### config.mk
export PLATFORM = sky130hd
export DESIGN_NAME = sphere_update_scheduler
export DESIGN_NICKNAME = d
export VERILOG_FILES = /design/src/rtl/sphere_update_scheduler_pkg.sv /design/src/rtl/sphere_fifo.sv /design/src/rtl/sphere_update_scheduler.sv
export SDC_FILE = /design/constraint.sdc
export NUM_CORES = 1
export LEC_CHECK = 0
export ABC_AREA = 1
export CAP_MARGIN = 5
export CORE_ASPECT_RATIO = 1.1
export CORE_MARGIN = 5
export CORE_UTILIZATION = 45
export CTS_CLUSTER_DIAMETER = 60
export CTS_CLUSTER_SIZE = 24
export DETAILED_ROUTE_END_ITERATION = 16
export PLACE_DENSITY_LB_ADDON = 0.1
export SLEW_MARGIN = 20
export SYNTH_ARGS = -nofsm -noshare
export SYNTH_HDL_FRONTEND = slang
export SYNTH_SLANG_ARGS = --single-unit
### constraint.sdc
create_clock -name CLK100MHZ -period 5.9 [get_ports CLK100MHZ]
set_clock_uncertainty 0.15 [all_clocks]
set_input_delay 0.59 -clock CLK100MHZ [delete_from_list [all_inputs] [get_ports CLK100MHZ]]
set_output_delay 0.59 -clock CLK100MHZ [all_outputs]
set_load 0.01 [all_outputs]
### src/rtl/sphere_update_scheduler_pkg.sv
// Shared types and constants for the sphere update scheduler.
// Descriptor layout: {x, y, z, r, colour}.
package sphere_update_scheduler_pkg;

    localparam int unsigned SPHERE_W = 64;

    typedef struct packed {
        logic signed [15:0] x;
        logic signed [15:0] y;
        logic signed [15:0] z;
        logic [7:0]         r;
        logic [7:0]         colour;
    } sphere_t;

    localparam sphere_t SPHERE_RESET_S = '{
        x:      -16'sd100,
        y:      -16'sd200,
        z:      16'sd400,
        r:      8'd10,
        colour: 8'd0
    };

    localparam logic [SPHERE_W-1:0] SPHERE_RESET = SPHERE_RESET_S;

    typedef enum logic [1:0] {
        IDLE,
        COMMIT,
        HOLD
    } sched_state_t;

endpackage

### src/rtl/sphere_fifo.sv
// Synchronous descriptor FIFO; a pop of a full FIFO makes room for a push in the same cycle.
module sphere_fifo #(
    parameter int unsigned FIFO_DEPTH = 4,
    parameter int unsigned SPHERE_W   = 64,
    localparam int unsigned PTR_W     = $clog2(FIFO_DEPTH),
    localparam int unsigned LVL_W     = $clog2(FIFO_DEPTH + 1)
) (
    input  logic                clk,
    input  logic                rst,
    input  logic                push,
    input  logic                pop,
    input  logic [SPHERE_W-1:0] data_in,
    output logic [SPHERE_W-1:0] head_c,
    output logic [LVL_W-1:0]    level,
    output logic                full_c,
    output logic                empty_c
);

    logic [SPHERE_W-1:0] mem [FIFO_DEPTH];
    logic [PTR_W-1:0]    wr_ptr;
    logic [PTR_W-1:0]    rd_ptr;
    logic                do_push_c;
    logic                do_pop_c;

    assign full_c    = (level == LVL_W'(FIFO_DEPTH));
    assign empty_c   = (level == '0);
    assign do_pop_c  = pop && !empty_c;
    assign do_push_c = push && (!full_c || do_pop_c);
    assign head_c    = mem[rd_ptr];

    always_ff @(posedge clk or posedge rst) begin
        if (rst) begin
            wr_ptr <= '0;
            rd_ptr <= '0;
            level  <= '0;
        end else begin
            if (do_push_c) wr_ptr <= wr_ptr + PTR_W'(1);
            if (do_pop_c)  rd_ptr <= rd_ptr + PTR_W'(1);
            case ({do_push_c, do_pop_c})
                2'b10:   level <= level + LVL_W'(1);
                2'b01:   level <= level - LVL_W'(1);
                default: level <= level;
            endcase
        end
    end

    always_ff @(posedge clk) begin
        if (do_push_c) mem[wr_ptr] <= data_in;
    end

endmodule

### src/rtl/sphere_update_scheduler.sv
// Buffers SPI sphere descriptors and commits one per idle scanline window.
// Build option: SPHERE_FRAME_SYNC_EN restricts commits to windows with next_y == 0.
module sphere_update_scheduler #(
    parameter int unsigned FIFO_DEPTH             = 4,
    parameter int unsigned SPHERE_W               = sphere_update_scheduler_pkg::SPHERE_W,
    parameter logic [SPHERE_W-1:0] SPHERE_RESET   = sphere_update_scheduler_pkg::SPHERE_RESET
) (
    input  logic                               CLK100MHZ,
    input  logic                               ck_rst,
    input  logic                               recv_dv,
    input  logic [SPHERE_W-1:0]                recv_64bit,
    input  logic                               overflow_clr,
    input  logic                               next_line,
    input  logic [11:0]                        next_y,
    input  logic                               render_busy,
    output logic                               recv_ready,
    output logic                               overflow,
    output logic [$clog2(FIFO_DEPTH+1)-1:0]    fifo_level,
    output logic [SPHERE_W-1:0]                sphere,
    output logic                               update_pulse
);

    import sphere_update_scheduler_pkg::*;

    sched_state_t        state;
    sched_state_t        state_nxt;
    logic                pop_c;
    logic                window_c;
    logic                full_c;
    logic                empty_c;
    logic                drop_c;
    logic [SPHERE_W-1:0] head_c;

    sphere_fifo #(
        .FIFO_DEPTH (FIFO_DEPTH),
        .SPHERE_W   (SPHERE_W)
    ) u_fifo (
        .clk     (CLK100MHZ),
        .rst     (ck_rst),
        .push    (recv_dv),
        .pop     (pop_c),
        .data_in (recv_64bit),
        .head_c  (head_c),
        .level   (fifo_level),
        .full_c  (full_c),
        .empty_c (empty_c)
    );

`ifdef SPHERE_FRAME_SYNC_EN
    assign window_c = !empty_c && !render_busy && !next_line && (next_y == 12'd0);
`else
    logic unused_next_y_c;
    assign unused_next_y_c = ^next_y;
    assign window_c = !empty_c && !render_busy && !next_line;
`endif

    // A push is lost only when full and no pop frees a slot this cycle.
    assign drop_c = recv_dv && full_c && !pop_c;

    always_ff @(posedge CLK100MHZ or posedge ck_rst) begin
        if (ck_rst) state <= IDLE;
        else        state <= state_nxt;
    end

    always_comb begin
        state_nxt = state;
        pop_c     = 1'b0;
        case (state)
            IDLE: begin
                if (window_c) state_nxt = COMMIT;
            end
            COMMIT: begin
                pop_c     = 1'b1;
                state_nxt = HOLD;
            end
            HOLD: begin
                if (next_line) state_nxt = IDLE;
            end
            default: state_nxt = IDLE;
        endcase
    end

    always_ff @(posedge CLK100MHZ or posedge ck_rst) begin
        if (ck_rst) begin
            sphere       <= SPHERE_RESET;
            update_pulse <= 1'b0;
            recv_ready   <= 1'b1;
            overflow     <= 1'b0;
        end else begin
            if (pop_c) sphere <= head_c;
            update_pulse <= pop_c;
            recv_ready   <= !full_c;
            if (drop_c)            overflow <= 1'b1;
            else if (overflow_clr) overflow <= 1'b0;
        end
    end

endmodule

; ---- Word-level counts from Yosys, hierarchy flattened
; Memory sizes are Yosys's and may differ from the RTL's. A register that Yosys moved wholly into a read port is not among the register bits.
; Index checks and enable logic that the tools add are counted.
; Widths: inputs -> output; s select.
[word_totals]
in_bits = 82
n_memories = 1
word_cells = 45
mem_bits_rw = 256
regBits = 12
[memory_table]
columns = memory, depth, width, read_ports, rd_clocked_by_memory_dff, wr, line
row1 = u_fifo.mem, 4, 64, 1, 1, 1, sphere_fifo.sv:19  ; logic [SPHERE_W-1:0] mem [FIFO_DEPTH];
[classes]
eq_ne = 7
mux = 9
n_reduce_logical = 17
addsub = 4
[ops]
columns = operator, count
row1 = $logic_and 1x1->1, 6
row2 = $pmux 2 s3, 1
row3 = $pmux 3 s2, 1
row4 = $logic_not 1->1, 5
row5 = $mux 1, 5
row6 = $add 2x1->2 const B, 2
row7 = $eq 2x1->1 const B, 2
row8 = $eq 2x2->1 const B, 2
row9 = $mux 2, 2
row10 = $ne 2x2->1 const B, 2
row11 = $reduce_bool 2->1, 2
row12 = $add 3x1->3 const B, 1
row13 = $eq 3x3->1 const B, 1
row14 = $logic_not 3->1, 1
row15 = $sub 3x1->3 const B, 1
row16 = $logic_not 2->1, 1
row17 = $reduce_and 2->1, 1
row18 = $logic_or 1x1->1, 1

; ---- Depth between registers and ports, before layout
[depth]
word_depth = 7
ltp_mapped = 13
depth_no_buf = 12

; ---- Hierarchy
; From an unflattened synthesis, not the netlist that was laid out.
[unflattened]
hier_cells = 976
area_unflattened_um2 = 12700.9
[modules_own_cells]
columns = module, seq_area_each_um2, cells_per_inst, area_each_um2, n_inst
row1 = sphere_fifo, 7862.5, 675, 9939.5, 1
row2 = sphere_update_scheduler, 1762.9, 301, 2761.4, 1

; ---- Worst setup path after synthesis
; No wires, ideal clock.
[synth_timing]
path_type = register -> register
startpoint = register u_fifo.level[0]
endpoint = memory u_fifo.mem[0][0] (enable)
n_path_buf = 0
setup_time_ns = 0.487
stages_incl_launch_ff = 5
arrival_time_ns = 3.472
path_slack_ns = 1.792
required_ns = 5.263
path_cell_list = dfrtp_1 nor2_1 nand3_1 nand2_1 nor2_1
[synth_between]
elab_chain_len = 7
[synth_rtl]
columns = item, line
row1 = "start, declared", sphere_fifo.sv:14  ; output logic [LVL_W-1:0] level,
row2 = "start signal, assigned", sphere_fifo.sv:40  ; 2'b10: level <= level + LVL_W'(1);
row3 = "start signal, assigned", sphere_fifo.sv:41  ; 2'b01: level <= level - LVL_W'(1);
row4 = "start signal, assigned", sphere_fifo.sv:42  ; default: level <= level;
row5 = $logic_not 3->1, sphere_fifo.sv:26  ; assign empty_c = (level == '0);
row6 = $logic_not 1->1, sphere_fifo.sv:27  ; assign do_pop_c = pop && !empty_c;
row7 = $logic_and 1x1->1, sphere_fifo.sv:27
row8 = $logic_or 1x1->1 *, sphere_fifo.sv:28  ; assign do_push_c = push && (!full_c || do_pop_c);
row9 = $logic_and 1x1->1 *, sphere_fifo.sv:28
row10 = $mux 1 *, sphere_fifo.sv:48  ; if (do_push_c) mem[wr_ptr] <= data_in;
row11 = $mux 1 (implied by the code) *, sphere_fifo.sv:48
row12 = "end, declared", sphere_fifo.sv:19
; Mark *: on every way between the ends. The rest lies on a longest branch, timed or not.

; ---- Final worst setup path
[layout_timing]
startpoint = register state[1]
endpoint = memory u_fifo.mem[0][12] (enable)
[layout_between]
elab_chain_len = 7
[layout_rtl]
columns = item, line
row1 = "start, declared", sphere_update_scheduler.sv:25  ; sched_state_t state;
row2 = "start signal, assigned", sphere_update_scheduler.sv:62  ; else state <= state_nxt;
row3 = $eq 2x1->1, sphere_update_scheduler.sv:68  ; case (state)
row4 = $mux 1, sphere_update_scheduler.sv:68
row5 = $logic_and 1x1->1, sphere_fifo.sv:27
row6 = $logic_or 1x1->1, sphere_fifo.sv:28
row7 = $logic_and 1x1->1, sphere_fifo.sv:28
row8 = $mux 1, sphere_fifo.sv:48
row9 = $mux 1 (implied by the code), sphere_fifo.sv:48
; No other way between the ends.

==> results.yml <==
global_routing:
  globalRouteTotalUtil_pct: 16.8
  grt_max_degree: 86
  grt_first_pass_wirelength_um: 46400
  grt_antenna_before_repair: 3
  grt_overflow_total: 0
  first_global_vias: 8668
synthesis:
  post_synthesis_register_bit_count: 332
  synth_edf_count: 256
  ys_top_cells_by_area: "sky130_fd_sc_hd__edfxtp_1 56%, sky130_fd_sc_hd__nand2_1 14%, sky130_fd_sc_hd__dfrtp_1 8.6%"
  async_reset_ff_share_pct: 22.9
  synth_flop_cell: "sky130_fd_sc_hd__edfxtp_1"
  synth_common_cells: "526 x sky130_fd_sc_hd__nand2_1, 274 x sky130_fd_sc_hd__inv_1, 256 x sky130_fd_sc_hd__edfxtp_1, 133 x sky130_fd_sc_hd__nand3_1, 47 x sky130_fd_sc_hd__dfrtp_1"
  mappedNetlistArea_mm2: 0.0137
  post-synth-top-count-cell: "sky130_fd_sc_hd__nand2_1"
  area_share_of_the_largest_cell_type_after_synthesis_pct: 56.0
  synth_compound_gate_area_share_pct: 0.109
  yosys.cell_types.count: 19
  synth.avg_cell_area_um2: 10.2
  yosysSeqAreaShare_pct: 70.1
  post_synth_inst_count: 1344
  synthesis.nets: 1432
  synth_simple_gate_area_share_pct: 19.5
  combinational_family_with_the_most_area_after_synthesis: "simple AND/OR/NAND/NOR gates"
  synth_top_cell_by_area: "sky130_fd_sc_hd__edfxtp_1"
  synth_area_in_adders_pct: 0.601
  yosys.area_share.xor_xnor_pct: 0.255
  synth.mux.area_fraction_pct: 0
  ys_warn_count: 0
placed_design:
  i_o_buffers: 139
  placer_congestion_estimate: 0.689
  placed_cells_incl_taps: 1855
  hpwl_um: 16000
  dp_slack_ns: 2.38
  detailed_place.area_mm2: 0.0155
die:
  floorplan.rows: 67
  total_die_area_mm2: 0.0341
  pin_count: 152
  die-width_um: 177
  effective_utilization_at_floorplan_pct: 45.4
  dieHeight_um: 193
  coreArea_mm2: 0.0303
pwr:
  clock_power_share_pct: 24.0
  power_report.internal_total_mw: 5.14
  proportion_of_power_drawn_by_flip_flops_and_latches_pct: 44.1
  p_leak_nw: 7.49
  switching_power_mw: 2.70
  worst_ir_drop_vdd_uv: 254
  p_comb_share_pct: 31.8
  total_power_mw: 7.84
  swShare_pct: 34.4
  cellPowerDensity_mw_per_mm2: 474
critical_path:
  worst-endpoint-arrival_ns: 3.36
  critical_path.max_fanout: 68
  timing.setup.critical_path_class: "flip-flop to flip-flop"
  worst_path_required_time_ns: 5.94
  crit_path_end_kind: "flip-flop"
  setup.worst_path.start_class: "flip-flop"
routing:
  remaining_drc_errors: 0
  drt_wl_total_um: 28800
  firstDrtPassIters: 4
  drt_first_iter_violations: 397
  detailroute.via_count: 8677
  detail_route.vias_per_cell: 4.55
  routedWlPerCell_um: 15.1
  ant_nets: 0
layout:
  finish.instance_area_mm2: 0.0165
  nFillCells: 2642
  final_util_pct: 54.6
  layout-drive-gt1-share_pct: 6.78
  area.sequential_mm2: 0.00963
  filler_free_cell_count_of_the_finished_design: 1908
  syn_to_final_growth_pct: 20.3
  multiInputGateArea_mm2: 0.00285
  nNetsFinal: 1558
sta:
  postLayoutSetupSlackWorst_ns: 2.58
  holdWs_ns: 0.307
  report.final.setup_viol: 0
  maxSlewViolCount: 0
  grt_setup_unrepaired: "false"
  hold_viol_final: 0
  slew_headroom_pct: 35.2
  max_freq_mhz: 301
  worstMarginPinSlew_ns: 0.972
  share_of_the_cycle_needed_by_the_critical_path_after_routing_pct: 56.3
  fin_setup_tns_ns: 0
  finalWorstPathRequiredPeriod_ns: 3.32
clocking:
  ctsResizeCount: 0
  clockBufferDepth: 3
  ctsHoldBuffers: 0
  clk_root_buffer_cell: "sky130_fd_sc_hd__clkbuf_16"
  cts-buffers-inserted: 26
  clk-insertion-delay-late_ns: 0.53
  cts_post_setup_buffers_inserted: 0
  cts_tree: "yes"
  clock_tree.htree_level_count: 1
  cts.sink_count: 332
  worst_setup_hold_path_clk_slew_ns: 0.08
flow_run:
  max-cap-violations: 0
hold_path:
  min_delay_worst_type: "input pin to asynchronous set/reset pin"
status:
  outcome: "finished, final reports clean"
-- registers in the layout (all words and copies together), names as in the netlist --
register       flops
u_fifo.level       3
u_fifo.mem       256
recv_ready         1
state              2
sphere            64
update_pulse       1
u_fifo.rd_ptr      2
u_fifo.wr_ptr      2
overflow           1
-- worst max-delay path: stages, from the launching register on --
cell                      delay (ns)
sky130_fd_sc_hd__dfrtp_1        0.39
sky130_fd_sc_hd__inv_1          0.09
sky130_fd_sc_hd__nand2_4        0.44
sky130_fd_sc_hd__nand3_1        0.30
sky130_fd_sc_hd__nand2_1        0.31
sky130_fd_sc_hd__nor2_4         0.75
sky130_fd_sc_hd__buf_4          0.48
-- cells in the final DEF, fill, tap and decap left out, drive strengths merged --
cell,netlist,routed
and3,1,1
buf,44,14
bufinv,0,1
clkbuf,11,29
clkdlybuf4s50,0,139
clkinv,0,8
clkinvlp,0,2
dfrtp,47,47
dfstp,29,29
diode,0,4
edfxtp,256,256
fa,1,1
ha,5,5
inv,276,284
nand2,526,526
nand3,133,133
nor2,7,7
nor3,1,1
o21ai,3,3
xnor2,2,2
xor2,2,2
-- final timing paths --
kind,start,to,slack [ns],cells after the start
worst max-delay path,state[1]$_DFFE_PP0P_,u_fifo.mem[0][12]$_DFFE_PP_,2.58,6
worst min-delay path,ck_rst,u_fifo.level[1]$_DFFE_PP0P_,0.31,2
worst max register to register,state[1]$_DFFE_PP0P_,u_fifo.mem[0][12]$_DFFE_PP_,2.58,6
worst min register to register,sphere[58]$_DFFE_PP1N_,sphere[58]$_DFFE_PP1N_,0.32,2
max in group asynchronous,ck_rst,sphere[28]$_DFFE_PP0N_,4.31,3
min in group CLK100MHZ,sphere[58]$_DFFE_PP1N_,sphere[58]$_DFFE_PP1N_,0.32,2
-- layout make-up --
type | count | share of cell area, %
inverters | 276 | 6.30
well taps | 414 | 3.13
clock buffers | 29 | 4.32
repair buffers | 153 | 9.25
flip-flops and latches | 332 | 58.3
diodes | 4 | 0.0606
multi-input cells | 681 | 17.2
clock inverters | 19 | 1.41
-- metal layers --
metal / global-route usage, % / vias up / wire, um
li1: - / 4412 / -
met3: 2.91 / 32 / 1350
met1: 22.2 / 4082 / 12700
met4: 4.18 / 2 / 576
met5: 0 / - / 13
met2: 29.0 / 149 / 14200
-- logic make-up after synthesis --
family | after synthesis
adders and majority gates | 6
and+or+nand+nor | 668
AOI/OAI and AO/OA | 3
xor gates and xnor gates | 4
DFF | 332
buffers and inverters | 331
-- power groups by stage --
stage	logic, mW	registers, mW	clock network, mW
floorplan	1.47	3.57	0
global route	2.83	3.53	2.04
detailed placement	2.54	3.51	0
global placement	2.51	3.50	0
CTS	2.55	3.47	1.94
finish	2.49	3.46	1.88
(Power assumes the default switching activity.)
